--- src/rtl/multicycle_control_fsm.sv ---
// multicycle_control_fsm
//   Control unit for a multi-cycle RV32I core. A FETCH/DECODE/EXEC/MEM/WB
//   state machine drives the datapath through write enables. There are no
//   derived clocks. The block owns the instruction register. It handshakes a
//   single-port memory with req/ready and a bounded number of wait states.
//   Illegal instructions and memory timeouts send it to a sticky TRAP state.
//
//   Ports
//     clk, rst            clock (rising edge), asynchronous active-high reset
//     mem_rdata[31:0]     memory read data, latched into IR in FETCH
//     mem_ready           memory finishes the current request this cycle
//     LU, LS, EQ          ALU compare flags (unsigned <, signed <, equal)
//     mem_req, mem_we     memory request / store qualifier
//     addr_sel            0 = address from PC, 1 = address from ALU
//     pc_we, rd_we        PC / register-file write enables (1-cycle pulses)
//     pc_next_sel         0 = PC+4, 1 = ALU result
//     alu_sel_a/b         a: 0 rs1 / 1 PC ; b: 0 rs2 / 1 imm
//     sub_sra             insn[30] for OP and SRAI/SRLI, else 0
//     imm[31:0]           sign-extended immediate (I/S/B/U/J)
//     func[2:0]           ALU op (funct3 for OP/OP-IMM, add otherwise)
//     rd_sel[1:0]         0 ALU, 1 memory, 2 PC+4, 3 imm
//     mem_size, mem_extend  insn[13:12], insn[14:12]
//     rs1, rs2, rd        register addresses from IR
//     state[2:0], trap    FSM state (debug), sticky trap flag
//     instret[CNT_W-1:0]  retired-instruction counter (wraps)
module multicycle_control_fsm #(
  parameter int unsigned WAIT_LIMIT = 16,
  parameter int unsigned CNT_W      = 32
) (
  input  logic             clk,
  input  logic             rst,
  input  logic [31:0]      mem_rdata,
  input  logic             mem_ready,
  input  logic             LU,
  input  logic             LS,
  input  logic             EQ,
  output logic             mem_req,
  output logic             mem_we,
  output logic             addr_sel,
  output logic             pc_we,
  output logic             rd_we,
  output logic             pc_next_sel,
  output logic             alu_sel_a,
  output logic             alu_sel_b,
  output logic             sub_sra,
  output logic [31:0]      imm,
  output logic [2:0]       func,
  output logic [1:0]       rd_sel,
  output logic [1:0]       mem_size,
  output logic [2:0]       mem_extend,
  output logic [4:0]       rs1,
  output logic [4:0]       rs2,
  output logic [4:0]       rd,
  output logic [2:0]       state,
  output logic             trap,
  output logic [CNT_W-1:0] instret
);

  localparam logic [2:0] FETCH  = 3'd0;
  localparam logic [2:0] DECODE = 3'd1;
  localparam logic [2:0] EXEC   = 3'd2;
  localparam logic [2:0] MEM    = 3'd3;
  localparam logic [2:0] WB     = 3'd4;
  localparam logic [2:0] TRAP   = 3'd5;

  localparam logic [6:0] OPC_LUI    = 7'b0110111;
  localparam logic [6:0] OPC_AUIPC  = 7'b0010111;
  localparam logic [6:0] OPC_JAL    = 7'b1101111;
  localparam logic [6:0] OPC_JALR   = 7'b1100111;
  localparam logic [6:0] OPC_BRANCH = 7'b1100011;
  localparam logic [6:0] OPC_LOAD   = 7'b0000011;
  localparam logic [6:0] OPC_STORE  = 7'b0100011;
  localparam logic [6:0] OPC_OPIMM  = 7'b0010011;
  localparam logic [6:0] OPC_OP     = 7'b0110011;
  localparam logic [6:0] OPC_FENCE  = 7'b0001111;

  // Last wait count before a stalled access gives up. Unused when WAIT_LIMIT is 0.
  localparam logic [31:0] WAIT_LAST = (WAIT_LIMIT == 0) ? 32'd0 : WAIT_LIMIT - 32'd1;

  logic [2:0]       state_q, state_d;
  logic [31:0]      ir_q, ir_d;
  logic [CNT_W-1:0] instret_q, instret_d;
  logic [31:0]      waitCnt_q, waitCnt_d;

  logic [6:0] opcode;
  logic [2:0] funct3;
  logic       isLui, isAuipc, isJal, isJalr, isBranch, isLoad, isStore;
  logic       isOpImm, isOp, isFence, isLegal;
  logic       inFetch, inMem, memStall, waitHit, branchTaken;

  // Opcode classification of the latched instruction.
  assign opcode   = ir_q[6:0];
  assign funct3   = ir_q[14:12];
  assign isLui    = (opcode == OPC_LUI);
  assign isAuipc  = (opcode == OPC_AUIPC);
  assign isJal    = (opcode == OPC_JAL);
  assign isJalr   = (opcode == OPC_JALR);
  assign isBranch = (opcode == OPC_BRANCH);
  assign isLoad   = (opcode == OPC_LOAD);
  assign isStore  = (opcode == OPC_STORE);
  assign isOpImm  = (opcode == OPC_OPIMM);
  assign isOp     = (opcode == OPC_OP);
  assign isFence  = (opcode == OPC_FENCE);
  // SYSTEM (ECALL/EBREAK/CSR) is not supported, so it counts as illegal.
  assign isLegal  = isLui | isAuipc | isJal | isJalr | isBranch | isLoad |
                    isStore | isOpImm | isOp | isFence;

  assign inFetch  = (state_q == FETCH);
  assign inMem    = (state_q == MEM);
  assign memStall = (inFetch | inMem) & ~mem_ready;
  assign waitHit  = memStall & (WAIT_LIMIT != 0) & (waitCnt_q == WAIT_LAST);

  // Branch condition selected by funct3. The reserved encodings are never taken.
  always_comb begin
    branchTaken = 1'b0;
    case (funct3)
      3'b000:  branchTaken = EQ;
      3'b001:  branchTaken = ~EQ;
      3'b100:  branchTaken = LS;
      3'b101:  branchTaken = ~LS;
      3'b110:  branchTaken = LU;
      3'b111:  branchTaken = ~LU;
      default: branchTaken = 1'b0;
    endcase
  end

  // Next-state logic. IR only loads on a completed fetch.
  always_comb begin
    state_d = state_q;
    ir_d    = ir_q;
    case (state_q)
      FETCH: begin
        if (mem_ready) begin
          ir_d    = mem_rdata;
          state_d = DECODE;
        end else if (waitHit) begin
          state_d = TRAP;
        end
      end
      DECODE: state_d = isLegal ? EXEC : TRAP;
      EXEC: begin
        if (isBranch)                state_d = FETCH;
        else if (isLoad || isStore)  state_d = MEM;
        else                         state_d = WB;
      end
      MEM: begin
        if (mem_ready)    state_d = isStore ? FETCH : WB;
        else if (waitHit) state_d = TRAP;
      end
      WB:      state_d = FETCH;
      TRAP:    state_d = TRAP;
      default: state_d = TRAP;
    endcase
  end

  // The wait counter only runs while a request is outstanding and unanswered.
  // It therefore starts from zero on every entry to FETCH or MEM.
  always_comb begin
    waitCnt_d = 32'd0;
    if (memStall && (WAIT_LIMIT != 0)) waitCnt_d = waitCnt_q + 32'd1;
  end

  // Each retirement coincides with exactly one PC write.
  assign instret_d = instret_q + CNT_W'(pc_we);

  always_ff @(posedge clk or posedge rst) begin
    if (rst) begin
      state_q   <= FETCH;
      ir_q      <= 32'd0;
      instret_q <= '0;
      waitCnt_q <= 32'd0;
    end else begin
      state_q   <= state_d;
      ir_q      <= ir_d;
      instret_q <= instret_d;
      waitCnt_q <= waitCnt_d;
    end
  end

  // Memory strobes are gated by rst so that reset drops a pending access
  // at once, including the FETCH state the machine resets into.
  assign mem_req  = ~rst & (inFetch | inMem);
  assign mem_we   = ~rst & inMem & isStore;
  assign addr_sel = ~rst & inMem;

  assign pc_we = ((state_q == EXEC) & isBranch) |
                 (inMem & isStore & mem_ready) |
                 (state_q == WB);
  assign rd_we = (state_q == WB) & ~isFence & (ir_q[11:7] != 5'd0);

  // pc_next_sel is the only output that depends on the compare flags.
  assign pc_next_sel = ((state_q == EXEC) & isBranch & branchTaken) |
                       ((state_q == WB) & (isJal | isJalr));

  // Branch targets, JAL and AUIPC add imm to the PC. Branch flags come from a
  // separate rs1/rs2 comparator, so the ALU is free to form the target.
  assign alu_sel_a = isAuipc | isJal | isBranch;
  assign alu_sel_b = isOpImm | isLoad | isStore | isJalr | isJal | isAuipc |
                     isLui | isBranch;
  assign sub_sra   = (isOp & ir_q[30]) | (isOpImm & (funct3 == 3'b101) & ir_q[30]);
  assign func      = (isOp | isOpImm) ? funct3 : 3'b000;

  always_comb begin
    rd_sel = 2'd0;
    if (isLoad)              rd_sel = 2'd1;
    else if (isJal | isJalr) rd_sel = 2'd2;
    else if (isLui)          rd_sel = 2'd3;
  end

  // Immediate assembly for each instruction format.
  always_comb begin
    imm = 32'd0;
    if (isOpImm | isLoad | isJalr)
      imm = {{20{ir_q[31]}}, ir_q[31:20]};
    else if (isStore)
      imm = {{20{ir_q[31]}}, ir_q[31:25], ir_q[11:7]};
    else if (isBranch)
      imm = {{19{ir_q[31]}}, ir_q[31], ir_q[7], ir_q[30:25], ir_q[11:8], 1'b0};
    else if (isLui | isAuipc)
      imm = {ir_q[31:12], 12'd0};
    else if (isJal)
      imm = {{11{ir_q[31]}}, ir_q[31], ir_q[19:12], ir_q[20], ir_q[30:21], 1'b0};
  end

  assign mem_size   = ir_q[13:12];
  assign mem_extend = ir_q[14:12];
  assign rs1        = ir_q[19:15];
  assign rs2        = ir_q[24:20];
  assign rd         = ir_q[11:7];
  assign state      = state_q;
  assign trap       = (state_q == TRAP);
  assign instret    = instret_q;

endmodule
--- config.mk ---
export PLATFORM = sky130hd
export DESIGN_NAME = multicycle_control_fsm
export DESIGN_NICKNAME = d
export VERILOG_FILES = /design/src/rtl/multicycle_control_fsm.sv
export SDC_FILE = /design/constraint.sdc
export NUM_CORES = 1
export LEC_CHECK = 0
export CAP_MARGIN = 20
export CORE_UTILIZATION = 53
export CTS_CLUSTER_DIAMETER = 40
export DETAILED_ROUTE_END_ITERATION = 16
export PLACE_DENSITY = 0.86
export SYNTH_ARGS = -nofsm -noshare
export SYNTH_HDL_FRONTEND = slang
export SYNTH_SLANG_ARGS = --single-unit
--- constraint.sdc ---
create_clock -name clk -period 6.3 [get_ports clk]
set_input_delay 0.945 -clock clk [delete_from_list [all_inputs] [get_ports clk]]
set_output_delay 0.945 -clock clk [all_outputs]
set_load 0.05 [all_outputs]
* Word level (Yosys, flattened, before mapping) *
Cells that the tools add are included.

operators by class
  add/subtract/negate cells = 2
  equality and inequality tests = 21
  multiplexer cells = 19
  bitwise operators = 47
  reductions and logical operators = 5

operator list
  kind                     count
  $mux W32                 6
  $add A32 B1 Y32          1
  $add A32 B1 Y32 const B  1
  $eq A32 B4 Y1 const B    1
  $or A1 B1 Y1             26
  $mux W3                  8
  $eq A7 B6 Y1 const B     3
  $eq A7 B7 Y1 const B     3
  $eq A3 B3 Y1 const B     6
  $and A1 B1 Y1            15
  $pmux W3 S5              1
  $eq A7 B5 Y1 const B     2
  $eq A7 B2 Y1 const B     1
  $eq A7 B4 Y1 const B     1
  $eq A3 B1 Y1 const B     2
  $eq A3 B2 Y1 const B     2
  $logic_not A3 Y1         2
  $mux W2                  3
  $not A1 Y1               6
  $pmux W1 S6              1
  $reduce_bool A5 Y1       1
  $reduce_and A2 Y1        1
  $logic_or A1 B1 Y1       1

word-level totals
  register bits after elaboration = 99
  bits of input ports = 38
  output and inout port bits = 102
  logic and storage cells = 98

* Logic depth before layout (Yosys ltp) *
Gate-level depths: netlist of the first run.

  depth after elaboration = 12
  mapped depth = 10
  gate-level depth less buffers = 9

* Worst setup path before layout of the first run *
OpenSTA, ideal clock, no wires.

  path kind = register to register
  start = register state_q[0] (netlist: state[0])
  end = register instret_q[24] (netlist: instret[24])
  setup time = 0.142 ns
  arrival time = 4.155 ns
  data required time = 6.158 ns
  path slack = 2.003 ns
  cell stages (with the launch flop) = 11
  buffers on the path = 1
  period minus slack after synthesis = 4.297 ns
  cell sequence = dfrtp_1 -> clkbuf_1 -> nand2_1 -> mux2_2 -> o31ai_1 -> ha_1 -> ha_1 -> nand3_2 -> nor4_4 -> nand3_1 -> xnor2_1

on the way
  word-level cells in the longest chain between the ends = 6
  elaborated cells between the ends (all ways) = 9
  those cells by class = add/sub: 1; eq/ne: 3; bitwise: 5

ends and longest elaborated chain
  what                         RTL line  text
  start: declaration           80        logic [2:0] state_q, state_d;
  start signal: assignment     173       state_q <= state_d;
  $eq A3 B2 Y1                 109       assign inMem = (state_q == MEM);
  $and A1 B1 Y1 (2 in series)  187       (inMem & isStore & mem_ready) |
  $or A1 B1 Y1                 186       assign pc_we = ((state_q == EXEC) & isBranch) |
  $or A1 B1 Y1 *               187
  via pc_we                    40        output logic pc_we,
  $add A32 B1 Y32 *            164       assign instret_d = instret_q + CNT_W'(pc_we);
  via instret_d[24]            82        logic [CNT_W-1:0] instret_q, instret_d;
  end signal: assignment       175       instret_q <= instret_d;
  end: declaration             82

Mark *: on every way through the listed nets, which the timed path passes. The rest lies on a longest branch.
A chain may end at the register's enable or synchronous reset.

* Worst setup path after layout of the first run *
  start = register ir_q[6]
  end = output imm[26]

on the way
  word-level cells in the longest chain between the ends = 6
  elaborated cells between the ends (all ways) = 16
  those cells by class = eq/ne: 8; mux: 5; bitwise: 3

ends and longest elaborated chain
  what                                             RTL line  text
  start: declaration                               81        logic [31:0] ir_q, ir_d;
  start signal: assignment                         174       ir_q <= ir_d;
  $eq A7 B7 Y1, or another cell as far along       96        assign isJal = (opcode == OPC_JAL);
  $mux W32 / $or A1 B1 Y1 (equally long branches)  221, 219
  $mux W32                                         219       else if (isLui | isAuipc)
  $mux W32                                         217       else if (isBranch)
  $mux W32                                         215       else if (isStore)
  $mux W32 *                                       213       if (isOpImm | isLoad | isJalr)
  end: declaration                                 46        output logic [31:0] imm,

Every way passes the cells marked *; elsewhere a longest branch is shown, timed or not.

==> impl_metrics.toml, run 1 <==
[timing]
hold_violations = 0
rsz0062_at_grt = "false"
fin_hold_ws_ps = 499
max-slew-margin-rel = 0.369
fmax_ghz = 0.236
finalCritPeriodShare = 0.673
min_period_ps = 4240
setup_violations = 0
setup_tns_ps = 0
skew_ps = 15.7
slew_violations = 0
worst_pin_slew_ps = 946

[clocking]
cts_root_buf = "clkbuf_8"
cts.repair.resized = 0
cts_setup_buffers = 0
clkTransAtPathRegs_ps = 100
ctsHtreeMaxLevel = 3
cts_tree = "yes"
hold_buffers = 0
cts_buffers = 9
clockBufferDepth = 2
cts.sinks = 99
clock_latency_ps = 370

[power]
p_per_area_mw_per_mm2 = 171
p_leak_nw = 2.96
vdd_drop_max_uv = 223

[synthesis]
avgSynthCellArea_um2 = 10.2
async_reset_ff_frac = 1.00
synth_ff_type = "dfrtp_1"
yosysWarningCount = 0
ys_top_cells_by_area = "dfrtp_1 46%, xnor2_1 7.2%, mux2_2 5.9%"
syn_area_mm2 = 0.00534
ys_seq_area_frac = 0.464
synth.largest_area_cell = "dfrtp_1"
ys_types = 51
syn_nets = 564
synth_common_cells = "99 x dfrtp_1, 55 x nor2_1, 44 x xnor2_1"
ys_ff_latch = 99
yosysMostFrequentCell = "dfrtp_1"
synth_edf_count = 0
yosysTopAreaCellShare = 0.464
syn_inst = 523

[global_route]
grt_pass1_wl_um = 19700
grt_use_total = 0.244
grt.overflow.total = 0
grt_max_degree = 76
grt_pass1_vias = 3983
antenna_found_initial = 0

[critical_path]
crit_chain = "and3b_1, nand2_1, a21oi_1, and2_1, a21o_1, clkdlybuf4s50_1"
reg2reg_from = "ir_q[5]$_DFFE_PP0P_"
cp-end-kind = "primary output"
critPathBufInv = 1
cp.required_ps = 5350
cp_top_family = "simple AND/OR/NAND/NOR gates"
crit_slowest_cell = "clkdlybuf4s50_1"
start_kind = "register"
cp_max_fo = 14
reg2reg_slack_ps = 2930
critPathMaxStageDelay_ps = 810
reg2reg_to = "instret[22]$_DFF_PP0_"
rr_worst_depth = 9
critPathKind = "register to primary output"
arrival_ps = 3300

[min_path]
hold_depth = 1
whs_endpoint = "instret[10]$_DFF_PP0_"
worstHoldStart = "instret[10]$_DFF_PP0_"
min_path_type = "register to register"

[floorplanning]
dieArea_mm2 = 0.0105
ioPinCount = 140
rows = 36
die-width_um = 102
start_util = 0.547
core_area_mm2 = 0.00977
die_height_um = 102

[run_status]
status = "finished clean"

[routing]
drc = 0
routedWlPerCell_um = 16.7
drtIter0Drc = 245
vias = 4208
firstDrtPassIters = 4
viasPerCell = 5.46
ant_nets = 0
wirelength_um = 12800

[job]
drv_cap = 0

[final_layout]
nNetsFinal = 675
register_area_mm2 = 0.00248
drive_above_1_share = 0.0895
multi_input_area_mm2 = 0.00256
n_fill_cell = 733
num_antenna_cells = 0
synthToLayoutAreaGrowth_pct = 28.3

[placed_design]
place.gp.congestion = 0.878
io_buffer_count = 139
place_hpwl_um = 9340
-- power by group --
part | leakage [nW] | internal [mW] | switching [mW]
clock network | 0.0844 | 0.180 | 0.217
logic | 1.55 | 0.0486 | 0.0612
registers | 1.33 | 0.646 | 0.0165
total | 2.96 | 0.874 | 0.295
-- through the flow --
step / setup WS (ps) / cell area, um^2 / power [mW] / utilization / std cells
after floorplan: 2000 / 5340 / 0.744 / - / 523
after global placement: 2310 / 6660 / 0.782 / 0.681 / 755
after detailed placement: 2280 / 6660 / 0.785 / 0.681 / 755
after CTS: 2100 / 6840 / 1.18 / 0.700 / 769
after global routing: 1890 / 6860 / 1.21 / 0.701 / 770
final: 2060 / 6860 / 1.17 / 0.701 / 770
-- layer usage --
| metal | wire length (um) | share of wire | global-route usage | vias up |
|---|---|---|---|---|
| met2 | 6580 | 0.51 | 0.409 | 102 |
| met4 | 161 | 0.013 | 0.0659 | 0 |
| li1 | - | - | - | 2015 |
| met3 | 458 | 0.036 | 0.0424 | 15 |
| met5 | 0 | 0 | 0 | - |
| met1 | 5630 | 0.44 | 0.328 | 2076 |
-- area by class of cell --
| type | instances | share of cell area |
|---|---|---|
| multi-input cells | 370 | 0.373 |
| flip-flops and latches | 99 | 0.361 |
| repair buffers | 143 | 0.208 |
| well taps | 133 | 0.0243 |
| clock buffers | 10 | 0.0186 |
| clock inverters | 4 | 0.00785 |
| inverters | 11 | 0.00639 |
-- sequential cells by signal, summed over array words and instances, names as in the netlist --
register and cells:
instret 32, ir_q 32, state 3, waitCnt_q 32
-- worst max-delay path by stage --
| stage | startpoint | to | cells past startpoint | slack [ps] |
|---|---|---|---|---|
| 6_report | ir_q[6]$_DFFE_PP0P_ | imm[26] | 6 | 2060 |
| 5_1_grt | ir_q[5]$_DFFE_PP0P_ | imm[26] | 6 | 1890 |
| 4_1_cts | ir_q[5]$_DFFE_PP0P_ | imm[26] | 6 | 2100 |
| 3_5_place_dp | mem_ready | pc_we | 5 | 2280 |
| 3_3_place_gp | mem_ready | pc_we | 5 | 2310 |
| 2_1_floorplan | state[0]$_DFF_PP0_ | instret[24]$_DFF_PP0_ | 10 | 2000 |
-- placed cells by master (no fill, tap or decap), types with 9 or more instances in the layout --
cell / count
a21o_1: 20
and2_1: 14
clkbuf_8: 9
clkdlybuf4s50_1: 139
dfrtp_1: 99
inv_1: 10
mux2_2: 28
nand2_1: 39
nand3_1: 22
nand4_1: 12
nor2_1: 55
nor3_1: 13
nor4_1: 13
o21ai_0: 13
xnor2_1: 44
xor2_1: 17
-- cell families after synthesis --
logic type / after synthesis / share of synthesized area
and+or+nand+nor: 218 / 0.234
muxes: 35 / 0.0726
buffers and inverters: 54 / 0.0574
adders and majority gates: 3 / 0.00703
AOI/OAI and AO/OA: 53 / 0.0653
xor gates and xnor gates: 61 / 0.100
DFF: 99 / 0.464
No activity file was read; power rests on OpenSTA's default activity.
==> inputs of run 2 (changes only) <==
--- a/config.mk
+++ b/config.mk
@@ -6,10 +6,10 @@
 export NUM_CORES = 1
 export LEC_CHECK = 0
 export CAP_MARGIN = 20
-export CORE_UTILIZATION = 53
+export CORE_UTILIZATION = 49
 export CTS_CLUSTER_DIAMETER = 40
 export DETAILED_ROUTE_END_ITERATION = 16
-export PLACE_DENSITY = 0.86
+export PLACE_DENSITY = 0.8
 export SYNTH_ARGS = -nofsm -noshare
 export SYNTH_HDL_FRONTEND = slang
 export SYNTH_SLANG_ARGS = --single-unit
==> constraint.sdc (replaced) <==
create_clock -name clk -period 4 [get_ports clk]
set_input_delay 0.6 -clock clk [delete_from_list [all_inputs] [get_ports clk]]
set_output_delay 0.6 -clock clk [all_outputs]
set_load 0.05 [all_outputs]
==> impl_metrics.toml, run 2 (synthesized netlist as in run 1, its figures left out) <==
[run_status]
status = "finished clean"

[clocking]
clockBufferDepth = 2
cts_buffers = 9
ctsHtreeMaxLevel = 3
cts_root_buf = "clkbuf_8"
cts.sinks = 99
clkTransAtPathRegs_ps = 100
clock_latency_ps = 360
cts_setup_buffers = 0
cts_tree = "yes"

[global_route]
grt_max_degree = 63
grt_use_total = 0.237
antenna_found_initial = 0
grt_pass1_vias = 4158
grt.overflow.total = 0
grt_pass1_wl_um = 21200

[floorplanning]
core_area_mm2 = 0.0105
die_height_um = 106
rows = 37
die-width_um = 106
dieArea_mm2 = 0.0113
start_util = 0.511
ioPinCount = 140

[routing]
drtIter0Drc = 221
drc = 0
routedWlPerCell_um = 16.5
ant_nets = 0
wirelength_um = 12800
vias = 4299
firstDrtPassIters = 4
viasPerCell = 5.55

[timing]
slew_violations = 0
min_period_ps = 3740
fmax_ghz = 0.267
skew_ps = 14.9
hold_violations = 0
setup_violations = 0
rsz0062_at_grt = "false"
max-slew-margin-rel = 0.553
worst_pin_slew_ps = 669
setup_tns_ps = 0
finalCritPeriodShare = 0.935

[critical_path]
start_kind = "register"
cp-end-kind = "primary output"
crit_start = "ir_q[5]$_DFFE_PP0P_"
rr_worst_depth = 9
cp_max_fo = 12
crit_slowest_cell = "clkdlybuf4s50_1"
crit_chain = "nor2b_1, o21ai_0, a21oi_2, and2_1, a21o_1, clkdlybuf4s50_1"
critPathMaxStageDelay_ps = 820
reg2reg_from = "ir_q[5]$_DFFE_PP0P_"
critPathKind = "register to primary output"
cp.required_ps = 3400
arrival_ps = 3140

[final_layout]
num_antenna_cells = 0
stdcell_count = 775
synthToLayoutAreaGrowth_pct = 29.4
nNetsFinal = 675
layout_commonest_cell = "clkdlybuf4s50_1"
drive_above_1_share = 0.0986
final_cell_mix = "139 x clkdlybuf4s50_1, 99 x dfrtp_1, 55 x nor2_1"

[placed_design]
place_inst = 759
place_hpwl_um = 9600
io_buffer_count = 139
place.gp.congestion = 0.938

[power]
p_leak_nw = 2.99
p_per_area_mw_per_mm2 = 274
vdd_drop_max_uv = 169

[job]
drv_cap = 0

[min_path]
min_path_type = "register to register"
hold_depth = 1
worstHoldStart = "waitCnt_q[0]$_DFF_PP0_"
-- run 2: repair_timing --
| item | CTS | global route |
|---|---|---|
| setup endpoints to repair | 0 | 11 |
| hold endpoints to repair | 0 | 0 |
| hold buffers | 0 | 0 |
| resized for setup | 0 | 1 |
-- run 2: worst max-delay path, delay by kind of cell, from the launching register on --
family / cells / cell delay (ps)
AOI/OAI and AO/OA: 3 / 660
buffers and inverters: 1 / 820
and+or+nand+nor: 2 / 730
DFF: 1 / 570
-- run 2: path summary, 6_finish.rpt --
kind | endpoint | slack (ps)
hold reg to reg | waitCnt_q[0]$_DFF_PP0_ | 480
setup reg to reg | instret[24]$_DFF_PP0_ | 680
max in group asynchronous | instret[12]$_DFF_PP0_ | 2590
setup / recovery | imm[20] | 260
hold / removal | waitCnt_q[0]$_DFF_PP0_ | 480
min in group asynchronous | ir_q[27]$_DFFE_PP0P_ | 680
-- run 2: final cells by class --
class                           instances  area, um^2
Fill cell                             820        3550
Multi-Input combinational cell        370        2570
Sequential cell                        99        2480
Timing Repair Buffer                  143        1430
Tap cell                              136         170
Clock buffer                            9         124
Clock inverter                          7        91.3
Inverter                               11        42.5
-- run 2: metal layers --
metal  GRT usage  routed length, um  vias to the layer above
li1            -                  -                     2020
met1       0.304               5370                     2091
met2       0.402               6280                      161
met3      0.0380                829                       27
met4      0.0930                307                        0
met5           0                  0                        -
-- run 2: through the flow --
stage	cell area, um^2	total power, mW	hold slack [ps]	util	setup slack (ps)
final	6910	1.89	484	0.661	260
after global routing	6910	1.97	528	0.661	55.7
after detailed placement	6690	1.24	468	0.640	512
after global placement	6690	1.23	465	0.640	657
after CTS	6910	1.91	488	0.660	167
after floorplan	5350	1.17	448	-	206
-- run 2: report_power, final --
part | switching, mW | internal, mW | total, mW
combinational | 0.0984 | 0.0781 | 0.177
clock | 0.367 | 0.305 | 0.672
sequential | 0.0259 | 1.02 | 1.04
